--- src/rtl/piso_serial_tx.sv ---
// Parallel-in/serial-out transmitter with frame strobes and a one-word holding buffer.
// Optional even-parity trailer bit when PISO_SERIAL_TX_PARITY_EN is defined.
module piso_serial_tx #(
  parameter int WIDTH = 4
) (
  input  logic             clk_i,
  input  logic             reset_i,
  input  logic [WIDTH-1:0] din_i,
  input  logic             msb_first_i,
  input  logic             din_valid_i,
  output logic             din_ready_o,
  output logic             sout_o,
  output logic             sframe_o,
  output logic             slast_o,
  output logic             sbusy_o
);

`ifdef PISO_SERIAL_TX_PARITY_EN
  localparam int N = WIDTH + 1;
`else
  localparam int N = WIDTH;
`endif
  localparam int CW = $clog2(N + 1);
  localparam logic [CW-1:0] LAST = CW'(N - 1);

  // state | meaning: IDLE = no frame on sout; SHIFT = one frame bit per cycle
  typedef enum logic {IDLE, SHIFT} state_t;

  state_t           state_q, state_d;
  logic [CW-1:0]    cnt_q, cnt_d;
  logic [WIDTH-1:0] sh_q, sh_d;
  logic             ord_q, ord_d;
  logic [WIDTH-1:0] hold_q, hold_d;
  logic             hold_ord_q, hold_ord_d;
  logic             hold_full_q, hold_full_d;
  logic             sout_q, sout_d;
  logic             sframe_q, sframe_d;
  logic             slast_q, slast_d;
  logic             sbusy_q, sbusy_d;
`ifdef PISO_SERIAL_TX_PARITY_EN
  logic             par_q, par_d;
`endif

  logic             accept;
  logic             load_en;
  logic [WIDTH-1:0] load_word;
  logic             load_ord;
  logic             bit_d;

  assign din_ready_o = !hold_full_q && !reset_i;
  assign accept      = din_valid_i && din_ready_o;

  always_comb begin
    state_d     = state_q;
    cnt_d       = cnt_q;
    sh_d        = sh_q;
    ord_d       = ord_q;
    hold_d      = hold_q;
    hold_ord_d  = hold_ord_q;
    hold_full_d = hold_full_q;
`ifdef PISO_SERIAL_TX_PARITY_EN
    par_d       = par_q;
`endif
    load_en     = 1'b0;
    load_word   = din_i;
    load_ord    = msb_first_i;

    if (state_q == IDLE) begin
      if (accept) begin
        load_en = 1'b1;
        state_d = SHIFT;
      end
    end else if (cnt_q != LAST) begin
      cnt_d = cnt_q + CW'(1);
      sh_d  = ord_q ? (sh_q << 1) : (sh_q >> 1);
      if (accept) begin
        hold_d      = din_i;
        hold_ord_d  = msb_first_i;
        hold_full_d = 1'b1;
      end
    end else if (hold_full_q) begin
      load_en     = 1'b1;
      load_word   = hold_q;
      load_ord    = hold_ord_q;
      hold_full_d = 1'b0;
    end else if (accept) begin
      load_en = 1'b1;
    end else begin
      state_d = IDLE;
      cnt_d   = '0;
    end

    if (load_en) begin
      sh_d  = load_word;
      ord_d = load_ord;
      cnt_d = '0;
`ifdef PISO_SERIAL_TX_PARITY_EN
      par_d = ^load_word;
`endif
    end

    // Outputs are computed from next state so they can be registered.
`ifdef PISO_SERIAL_TX_PARITY_EN
    bit_d = (cnt_d == CW'(WIDTH)) ? par_d : (ord_d ? sh_d[WIDTH-1] : sh_d[0]);
`else
    bit_d = ord_d ? sh_d[WIDTH-1] : sh_d[0];
`endif
    sbusy_d  = (state_d == SHIFT);
    sout_d   = sbusy_d && bit_d;
    sframe_d = sbusy_d && (cnt_d == '0);
    slast_d  = sbusy_d && (cnt_d == LAST);
  end

  always_ff @(posedge clk_i) begin
    if (reset_i) begin
      state_q     <= IDLE;
      cnt_q       <= '0;
      sh_q        <= '0;
      ord_q       <= 1'b0;
      hold_q      <= '0;
      hold_ord_q  <= 1'b0;
      hold_full_q <= 1'b0;
      sout_q      <= 1'b0;
      sframe_q    <= 1'b0;
      slast_q     <= 1'b0;
      sbusy_q     <= 1'b0;
`ifdef PISO_SERIAL_TX_PARITY_EN
      par_q       <= 1'b0;
`endif
    end else begin
      state_q     <= state_d;
      cnt_q       <= cnt_d;
      sh_q        <= sh_d;
      ord_q       <= ord_d;
      hold_q      <= hold_d;
      hold_ord_q  <= hold_ord_d;
      hold_full_q <= hold_full_d;
      sout_q      <= sout_d;
      sframe_q    <= sframe_d;
      slast_q     <= slast_d;
      sbusy_q     <= sbusy_d;
`ifdef PISO_SERIAL_TX_PARITY_EN
      par_q       <= par_d;
`endif
    end
  end

  assign sout_o   = sout_q;
  assign sframe_o = sframe_q;
  assign slast_o  = slast_q;
  assign sbusy_o  = sbusy_q;

endmodule

--- config.mk ---
export PLATFORM = sky130hd
export DESIGN_NAME = piso_serial_tx
export DESIGN_NICKNAME = d
export VERILOG_FILES = /design/src/rtl/piso_serial_tx.sv
export SDC_FILE = /design/constraint.sdc
export NUM_CORES = 1
export LEC_CHECK = 0
export BUFFER_PORTS_ARGS = -buffer_cell sky130_fd_sc_hd__clkbuf_2
export CAP_MARGIN = 30
export CORE_AREA = 5 5 50 52
export DETAILED_ROUTE_END_ITERATION = 6
export DIE_AREA = 0 0 55 57
export MAX_ROUTING_LAYER = met4
export PLACE_DENSITY = 0.73
export SETUP_SLACK_MARGIN = 0.05
export SYNTH_ARGS = -nofsm -noshare
export SYNTH_HDL_FRONTEND = slang
export SYNTH_SLANG_ARGS = --single-unit
export TNS_END_PERCENT = 20
--- constraint.sdc ---
create_clock -name clk_i -period 1.95 [get_ports clk_i]
set_input_delay 0.0975 -clock clk_i [delete_from_list [all_inputs] [get_ports clk_i]]
set_output_delay 0.0975 -clock clk_i [all_outputs]
set_load 0.02 [all_outputs]
==> flow_summary.toml, run 1 <==
[outcome]
result_of_the_run = "finished, final reports clean"

[final_layout]
nets = 124
register_area_um2 = 360
drive_above_1_share_pct = 31.0
num-fill-cells = 198
mostFrequentLayoutCells = "19 x nor2_1, 18 x dfxtp_1, 12 x clkbuf_2"
mostFrequentLayoutCell = "nor2_1"
multiInputGateArea_um2 = 557
n_antenna_cell = 0
final-instance-count-excl-fill = 141
synthToLayoutAreaGrowth_pct = 12.6

[clock_tree]
cts_tree = "yes"
cts.path.max_buffers = 2
cts.hold.buffers_added = 0
cts.reportedPaths.clkPinSlew_ps = 100
cts_resized = 0
insertion_delay_ps = 290
h-tree-depth = 1
cts_root_buf = "clkbuf_4"
cts_buffers = 3
cts.repair_timing.setup_buffer_count = 0
cts.sinks = 18

[route]
avgViaCountPerCell = 5.18
initialDrtViolationCount = 8
drc = 0
post_drt_wl_per_cell_um = 12.0
ant_nets_after_route = 0
wl_um = 1700
dr.pass1.iters = 3
vias = 730

[power]
p_leak_uw = 0.000475
worst_ir_drop_vdd_mv = 0.418
p_total_uw = 714
power_density_over_the_cells_nw_per_um2 = 666

[timing]
maxSlewHeadroom_pct = 77.5
setup-tns-final_ps = 0
tightest_slew_ps = 337
setup_viol = 0
unrepaired_setup_endpoints_after_global_routing = "false"
final.period_utilization_pct = 93.2
fmax_mhz = 550
worst_clock_skew_ps = 3.33
timing_hold_violations_final = 0
final_max_tran_viols = 0
finalWorstPathRequiredPeriod_ps = 1820

[critical_path]
rr_worst_depth = 6
critical-path-slowest-cell = "dfxtp_1"
crit-reg2reg-capture = "sout_o"
internal_reg_to_reg_setup_slack_ps = 130
critPathLaunchType = "flip-flop"
cp_data_required_time_ps = 2130
timing.rr.start = "cnt_q[0]"
worst_setup_path_end_kind = "flip-flop"
path_delay_family = "simple AND/OR/NAND/NOR gates"
crit_buf_inv = 0
crit_path_max_fanout = 8
startpoint_to_endpoint_class_of_the_critical_path = "reg -> reg"
critPathMaxStageDelay_ps = 440
timing.critical_path.cells = "ha_2, nand2b_2, and2_1, and3_1, o311ai_2, a21boi_2"
worst_ep_arrival_time_ps = 2000

[synthesis]
syn-num-nets = 108
ys_seq_elements = 18
synthesis.instances = 99
synth_sequential_area_ratio_pct = 37.8
synthArstFlopShare_pct = 0
synthFlopType = "dfxtp_1"
netlist_area_um2 = 952
synth.avg_cell_area_um2 = 9.62
yosys.cell_types.count = 36
ys.warnings.count = 0
synth-edff-count = 0

[floorplanning]
die_h_um = 57
die_ar_um2 = 3140
core-area_um2 = 2060
io_pins = 13
floorplan.initialDensity_pct = 46.1
dieWidth_um = 55
placementRows = 17

[global_routing]
grt-busiest-layer = "met2"
pin_count_of_the_biggest_net_entering_global_routing = 18
grt-ovfl-total = 0
grt_first_pass_wirelength_um = 2820
antenna_violations_before_repair = 0
via_count_of_the_first_global_routing_pass = 673
gr_util_met2_pct = 18.9
grt.met3_usage_pct = 3.13
gr_util_met1_pct = 15.3
gr-usage-all-layers_pct = 12.4

[job]
cap_violations = 0

[min_path]
hp-start = "din_i[0]"
timing.hold.worst_endpoint = "hold_q[0]"
holdPathStages = 3
min-delay-path-class = "in -> reg"

[place]
dpl.hpwl_um = 1330
placement.io_buffers = 12
placed_instances = 138
finalWeightedCongestion = 0.818
-- power breakdown --
part / switching, µW / internal [µW] / leakage (µW)
Combinational: 68.8 / 62.7 / 0.000315
Clock: 109 / 71.8 / 0.0000138
Sequential: 17.5 / 385 / 0.000147
-- cells by family (layout without fill, tap and decap cells) --
kind of cell	count (synthesis)	after routing	share of synthesized area [%]
adders and majority gates	1	1	1.31
and+or+nand+nor	40	40	23.4
DFF	18	18	37.8
AOI/OAI and AO/OA	20	20	17.1
buffers and inverters	7	21	3.94
muxes	13	13	16.4
-- cells in the mapped netlist (2+ instances only) --
library cell	number	area (µm²)
dfxtp_1	18	360
nand3_1	2	10.0
mux2i_1	7	70.1
nor2_1	19	71.3
mux2_2	3	33.8
nor2b_1	2	12.5
mux2_4	2	30.0
inv_1	2	7.51
nand2_1	6	22.5
buf_2	3	15.0
a221oi_1	2	17.5
a21oi_1	6	30.0
and2_1	2	12.5
nor3b_1	2	15.0
o31ai_1	2	15.0
-- worst min-delay path: stages --
cell,delay (ps)
clkbuf_2,90
mux2i_1,60
nor2_1,70
-- sequential cells by signal, indices dropped and copies added (netlist names) --
name and cells:
sout_o 1, slast_o 1, sframe_o 1, ord_q 1
sbusy_o 1, sh_q 4, cnt_q 3, hold_q 4
hold_ord_q 1, hold_full_q 1
-- metal layers --
metal | share of wire, % | wire (µm)
met1 | 47 | 792
met2 | 47 | 791
met3 | 4.9 | 84
met5 | 0 | 0
met4 | 1.8 | 30
-- how the worst max path moves through the flow --
stage	start	to	slack (ps)	cells past startpoint
2_1_floorplan	cnt_q[0]	sout_o	220	7
3_3_place_gp	cnt_q[0]	sout_o	160	6
3_5_place_dp	cnt_q[0]	sout_o	80	6
4_1_cts	cnt_q[0]	sout_o	70	6
5_1_grt	cnt_q[0]	sout_o	50	6
6_report	cnt_q[0]	sout_o	130	6
-- stage by stage --
stage	hold WS [ps]	instance area, µm²	setup slack (ps)	utilization [%]
3_3_place_gp	346	1050	160	50.8
3_5_place_dp	360	1050	81.3	50.8
5_1_grt	36.2	1070	54.2	52.0
6_report	52.5	1070	132	52.0
4_1_cts	50.1	1070	69.4	51.8
2_1_floorplan	241	952	224	-
-- layout make-up --
cell class	count	share of cell area, %
Inverter	2	0.700
Sequential cell	18	33.6
Tap cell	28	3.27
Clock buffer	3	2.10
Multi-Input combinational cell	74	51.9
Timing Repair Buffer	16	8.40
No activity file was read; power rests on OpenSTA's default activity.
==> inputs of run 2 (changes only) <==
Settings changed: CORE_AREA 5 5 50 52 to 2 2 47 49, DIE_AREA 0 0 55 57 to 0 0 49 51.
==> run 2 against run 1 <==
Utilization decreased by 0.67 points. Combinational power fell by 3%. Die area shrank 20%. Register-to-register slack improved by 40 ps. Wire length rose by 0.59%. Critical endpoint unchanged. Clock power hardly changed. First-iteration DRC count down 13%. Total power shrank 0.80%. Critical path type unchanged.
==> flow_summary.toml, run 2 (synthesis results as in run 1) <==
[outcome]
result_of_the_run = "finished, final reports clean"

[final_layout]
n_antenna_cell = 0
synthToLayoutAreaGrowth_pct = 11.2
nets = 122
drive_above_1_share_pct = 30.6
mostFrequentLayoutCells = "19 x nor2_1, 17 x dfxtp_1, 12 x clkbuf_2"
num-fill-cells = 207
mostFrequentLayoutCell = "nor2_1"
largest_registers = "hold_q: 4 flops, sh_q: 4 flops, cnt_q: 3 flops"
fin_area_um2 = 1060

[clock_tree]
cts.sinks = 18
cts_buffers = 3
cts.reportedPaths.clkPinSlew_ps = 100
insertion_delay_ps = 290
cts_tree = "yes"
cts.path.max_buffers = 2
cts_root_buf = "clkbuf_4"
h-tree-depth = 1

[timing]
maxSlewHeadroom_pct = 71.4
fmax_mhz = 563
final_max_tran_viols = 0
worst_clock_skew_ps = 10.5
timing_hold_violations_final = 0
setup-tns-final_ps = 0
tightest_slew_ps = 428
unrepaired_setup_endpoints_after_global_routing = "false"
fin_hold_ws_ps = 38.7
final.period_utilization_pct = 91.0
finalWorstPathRequiredPeriod_ps = 1770
setup_viol = 0

[critical_path]
crit_path_max_fanout = 12
internal_reg_to_reg_setup_slack_ps = 180
cp_data_required_time_ps = 2170
crit-reg2reg-capture = "sout_o"
startpoint_to_endpoint_class_of_the_critical_path = "reg -> reg"
rr_worst_depth = 5
critPathLaunchType = "flip-flop"
timing.rr.start = "sbusy_o"
worst_ep_arrival_time_ps = 2000
worst_setup_path_end_kind = "flip-flop"

[power]
p_leak_uw = 0.000465
p_total_uw = 708
power_density_over_the_cells_nw_per_um2 = 669
worst_ir_drop_vdd_mv = 0.560

[min_path]
hp-start = "din_i[2]"
min-delay-path-class = "in -> reg"
holdPathStages = 3
timing.hold.worst_endpoint = "hold_q[2]"

[floorplanning]
floorplan.initialDensity_pct = 46.1
io_pins = 13
core-area_um2 = 2060
dieWidth_um = 49
placementRows = 17
die_h_um = 51
die_ar_um2 = 2500

[place]
finalWeightedCongestion = 0.918
dpl.hpwl_um = 1290
placedInstanceArea_um2 = 1030
placement.io_buffers = 12

[global_routing]
grt-ovfl-total = 0
grt_first_pass_wirelength_um = 2980
antenna_violations_before_repair = 0
via_count_of_the_first_global_routing_pass = 687
pin_count_of_the_biggest_net_entering_global_routing = 18
gr-usage-all-layers_pct = 16.0

[route]
drc = 0
dr.pass1.iters = 4
post_drt_wl_per_cell_um = 12.3
wl_um = 1710
vias = 736
avgViaCountPerCell = 5.29
initialDrtViolationCount = 7
ant_nets_after_route = 0

[job]
cap_violations = 0
run 2: critical path: stages, from the launching register on:
cell and delay [ps]:
dfxtp_1 600, and2_2 240, a2bb2oi_2 300, mux2i_4 320
o211ai_2 110, a21boi_2 130
run 2: how the worst max path moves through the flow:
stage	to	cells after the start	slack, ps	startpoint
detailed placement	sout_o	6	90	cnt_q[0]
CTS	sout_o	6	60	cnt_q[0]
global route	sout_o	5	80	sbusy_o
global placement	sout_o	6	170	cnt_q[0]
floorplan	sout_o	7	220	cnt_q[0]
finish	sout_o	5	180	sbusy_o
run 2: through the flow:
stage	instances	utilization [%]	setup WS, ps
final	139	51.3	175
after global routing	139	51.3	82.2
after CTS	139	51.1	57.7
after detailed placement	136	50.0	87.5
after global placement	136	50.0	167
after floorplan	99	-	224
run 2: area by class of cell:
type,instances,area [µm²],share of cell area [%]
sequential,18,362,34.2
multi-input combinational,74,557,52.6
inverter,2,7.51,0.709
timing repair buffer,14,75.1,7.09
clock buffer,3,22.5,2.13
tap,28,35.0,3.31
run 2: routing by layer:
metal | track usage [%] | part of all wire, %
met1 | 17.8 | 45
met2 | 29.0 | 51
met3 | 5.26 | 3.9
met4 | 1.43 | 0.70
met5 | - | 0
run 2: power breakdown:
group	switching, µW	internal (µW)	leakage (µW)
Sequential	19.3	385	0.000147
Combinational	67.9	59.1	0.000304
Clock	105	71.7	0.0000138
run 2: repair_timing:
action,4_1_cts,5_1_grt
hold buffers,0,0
gates resized for setup,0,2
setup buffers,0,0
endpoints found under the setup margin,0,5
==> inputs of run 3 (changes only) <==
Settings changed: BUFFER_PORTS_ARGS -buffer_cell sky130_fd_sc_hd__clkbuf_2 to -buffer_cell sky130_fd_sc_hd__buf_2, REMOVE_ABC_BUFFERS set to 1.
==> run 3 against run 2 <==
Sequential power barely moved. Flip-flop and latch count stayed put. Utilization up 0.79 points. Global-route usage up 1.9 points. Critical path depth up 1. Clock power increased by 2%. Highest routed layer unchanged. Largest cell class unchanged. Combinational power is 7% higher. Final area is 1.5% higher. Clock-buffer cell count unchanged.
==> flow_summary.toml, run 3 (synthesis results as in run 1) <==
[critical_path]
startpoint_to_endpoint_class_of_the_critical_path = "reg -> reg"
rr_worst_depth = 6
crit_buf_inv = 0
critPathLaunchType = "flip-flop"
crit_path_max_fanout = 8
internal_reg_to_reg_setup_slack_ps = 190
timing.rr.start = "cnt_q[0]"
crit_path_start = "cnt_q[0]"
timing.critical_path.cells = "ha_4, nand2b_2, and2_1, and3_1, o311ai_2, a21boi_2"
path_delay_family = "simple AND/OR/NAND/NOR gates"
worst_ep_arrival_time_ps = 1940
critical-path-slowest-cell = "dfxtp_1"
critPathMaxStageDelay_ps = 470
worst_setup_path_end_kind = "flip-flop"
crit-reg2reg-capture = "sout_o"
cp_data_required_time_ps = 2140

[place]
post-place-ws_ps = 101
placed_instances = 137
finalWeightedCongestion = 0.808
placedInstanceArea_um2 = 1040
placement.io_buffers = 12
dpl.hpwl_um = 1420

[global_routing]
grt_first_pass_wirelength_um = 3330
grt-ovfl-total = 0
gr-usage-all-layers_pct = 17.9
via_count_of_the_first_global_routing_pass = 775
pin_count_of_the_biggest_net_entering_global_routing = 19
antenna_violations_before_repair = 0

[clock_tree]
cts.sinks = 18
insertion_delay_ps = 290
cts_root_buf = "clkbuf_4"
cts.reportedPaths.clkPinSlew_ps = 90
cts_tree = "yes"
h-tree-depth = 1
cts.path.max_buffers = 2
cts.hold.buffers_added = 0
cts_buffers = 3

[final_layout]
mostFrequentLayoutCell = "nor2_1"
final_core_util_pct = 52.1
fin_area_um2 = 1070
drive_above_1_share_pct = 30.4
n_antenna_cell = 0
mostFrequentLayoutCells = "19 x nor2_1, 18 x dfxtp_1, 12 x buf_2"
largest_registers = "hold_q: 4 flops, sh_q: 4 flops, cnt_q: 3 flops"
nets = 123
final-instance-count-excl-fill = 140
synthToLayoutAreaGrowth_pct = 12.9

[route]
post_drt_wl_per_cell_um = 13.5
vias = 751
dr.pass1.iters = 4
avgViaCountPerCell = 5.36
wl_um = 1890
ant_nets_after_route = 0
drc = 0
initialDrtViolationCount = 14

[timing]
tightest_slew_ps = 349
finalWorstPathRequiredPeriod_ps = 1760
maxSlewHeadroom_pct = 76.5
unrepaired_setup_endpoints_after_global_routing = "false"
final_max_tran_viols = 0
setup-tns-final_ps = 0
timing_hold_violations_final = 0
setup_viol = 0
final_critical_path_setup_slack_ps = 192
final.period_utilization_pct = 90.1
worst_clock_skew_ps = 1.14
fmax_mhz = 569

[min_path]
hp-start = "din_i[3]"
timing.hold.worst_endpoint = "hold_q[3]"
min-delay-path-class = "in -> reg"
holdPathStages = 3

[outcome]
result_of_the_run = "finished, final reports clean"

[floorplanning]
die_h_um = 51
dieWidth_um = 49
placementRows = 17
die_ar_um2 = 2500
floorplan.initialDensity_pct = 46.1
core-area_um2 = 2060
io_pins = 13

[power]
p_leak_uw = 0.000472
worst_ir_drop_vdd_mv = 0.426
power_density_over_the_cells_nw_per_um2 = 668

[job]
cap_violations = 0
==> run 3: changes by cell type in the layout (fill, tap and decap cells not counted), sizes merged <==
| cell | change |
|---|---|
| clkbuf | -12 |
| buf | +13 |
==> run 3: worst min-delay path: cells and delay by family <==
| kind | cells | cell delay, ps |
|---|---|---|
| buffers and inverters | 1 | 90 |
| multiplexers | 1 | 60 |
| AND/OR/NAND/NOR | 1 | 80 |
==> run 3: area by class of cell <==
| class | count | area, µm² |
|---|---|---|
| well taps | 28 | 35.0 |
| flip-flops and latches | 18 | 360 |
| repair buffers | 15 | 82.6 |
| multi-input cells | 74 | 567 |
| inverters | 2 | 7.51 |
| clock buffers | 3 | 22.5 |
| fillers | 210 | 988 |
==> run 3: routing by layer <==
metal | global-route usage, % | vias up | wire, µm
li1 | - | 379 | -
met1 | 19.7 | 352 | 826
met2 | 31.1 | 15 | 952
met3 | 3.80 | 5 | 68
met4 | 8.57 | 0 | 39
met5 | - | - | 0
==> run 3: what timing repair did <==
item,in CTS,in global routing
setup endpoints to repair,0,6
gates resized for setup,0,2
buffers inserted,0,0
==> run 3: metrics by stage <==
| step | power (µW) | hold slack [ps] |
|---|---|---|
| detailed placement | 543 | 356 |
| global route | 757 | 68.5 |
| finish | 718 | 55.4 |
| global placement | 537 | 346 |
| CTS | 723 | 51.0 |
| floorplan | 497 | 167 |
==> run 3: worst max-delay path by stage <==
stage / depth (start not counted) / endpoint
global route: 6 / sout_o
finish: 6 / sout_o
detailed placement: 6 / sout_o
floorplan: 5 / sout_o
global placement: 6 / sout_o
CTS: 6 / sout_o
==> run 3: power by group <==
| part | internal [µW] | switching (µW) | total [µW] |
|---|---|---|---|
| registers | 385 | 17.2 | 402 |
| logic | 62.7 | 73.0 | 136 |
| clock network | 72.0 | 109 | 181 |
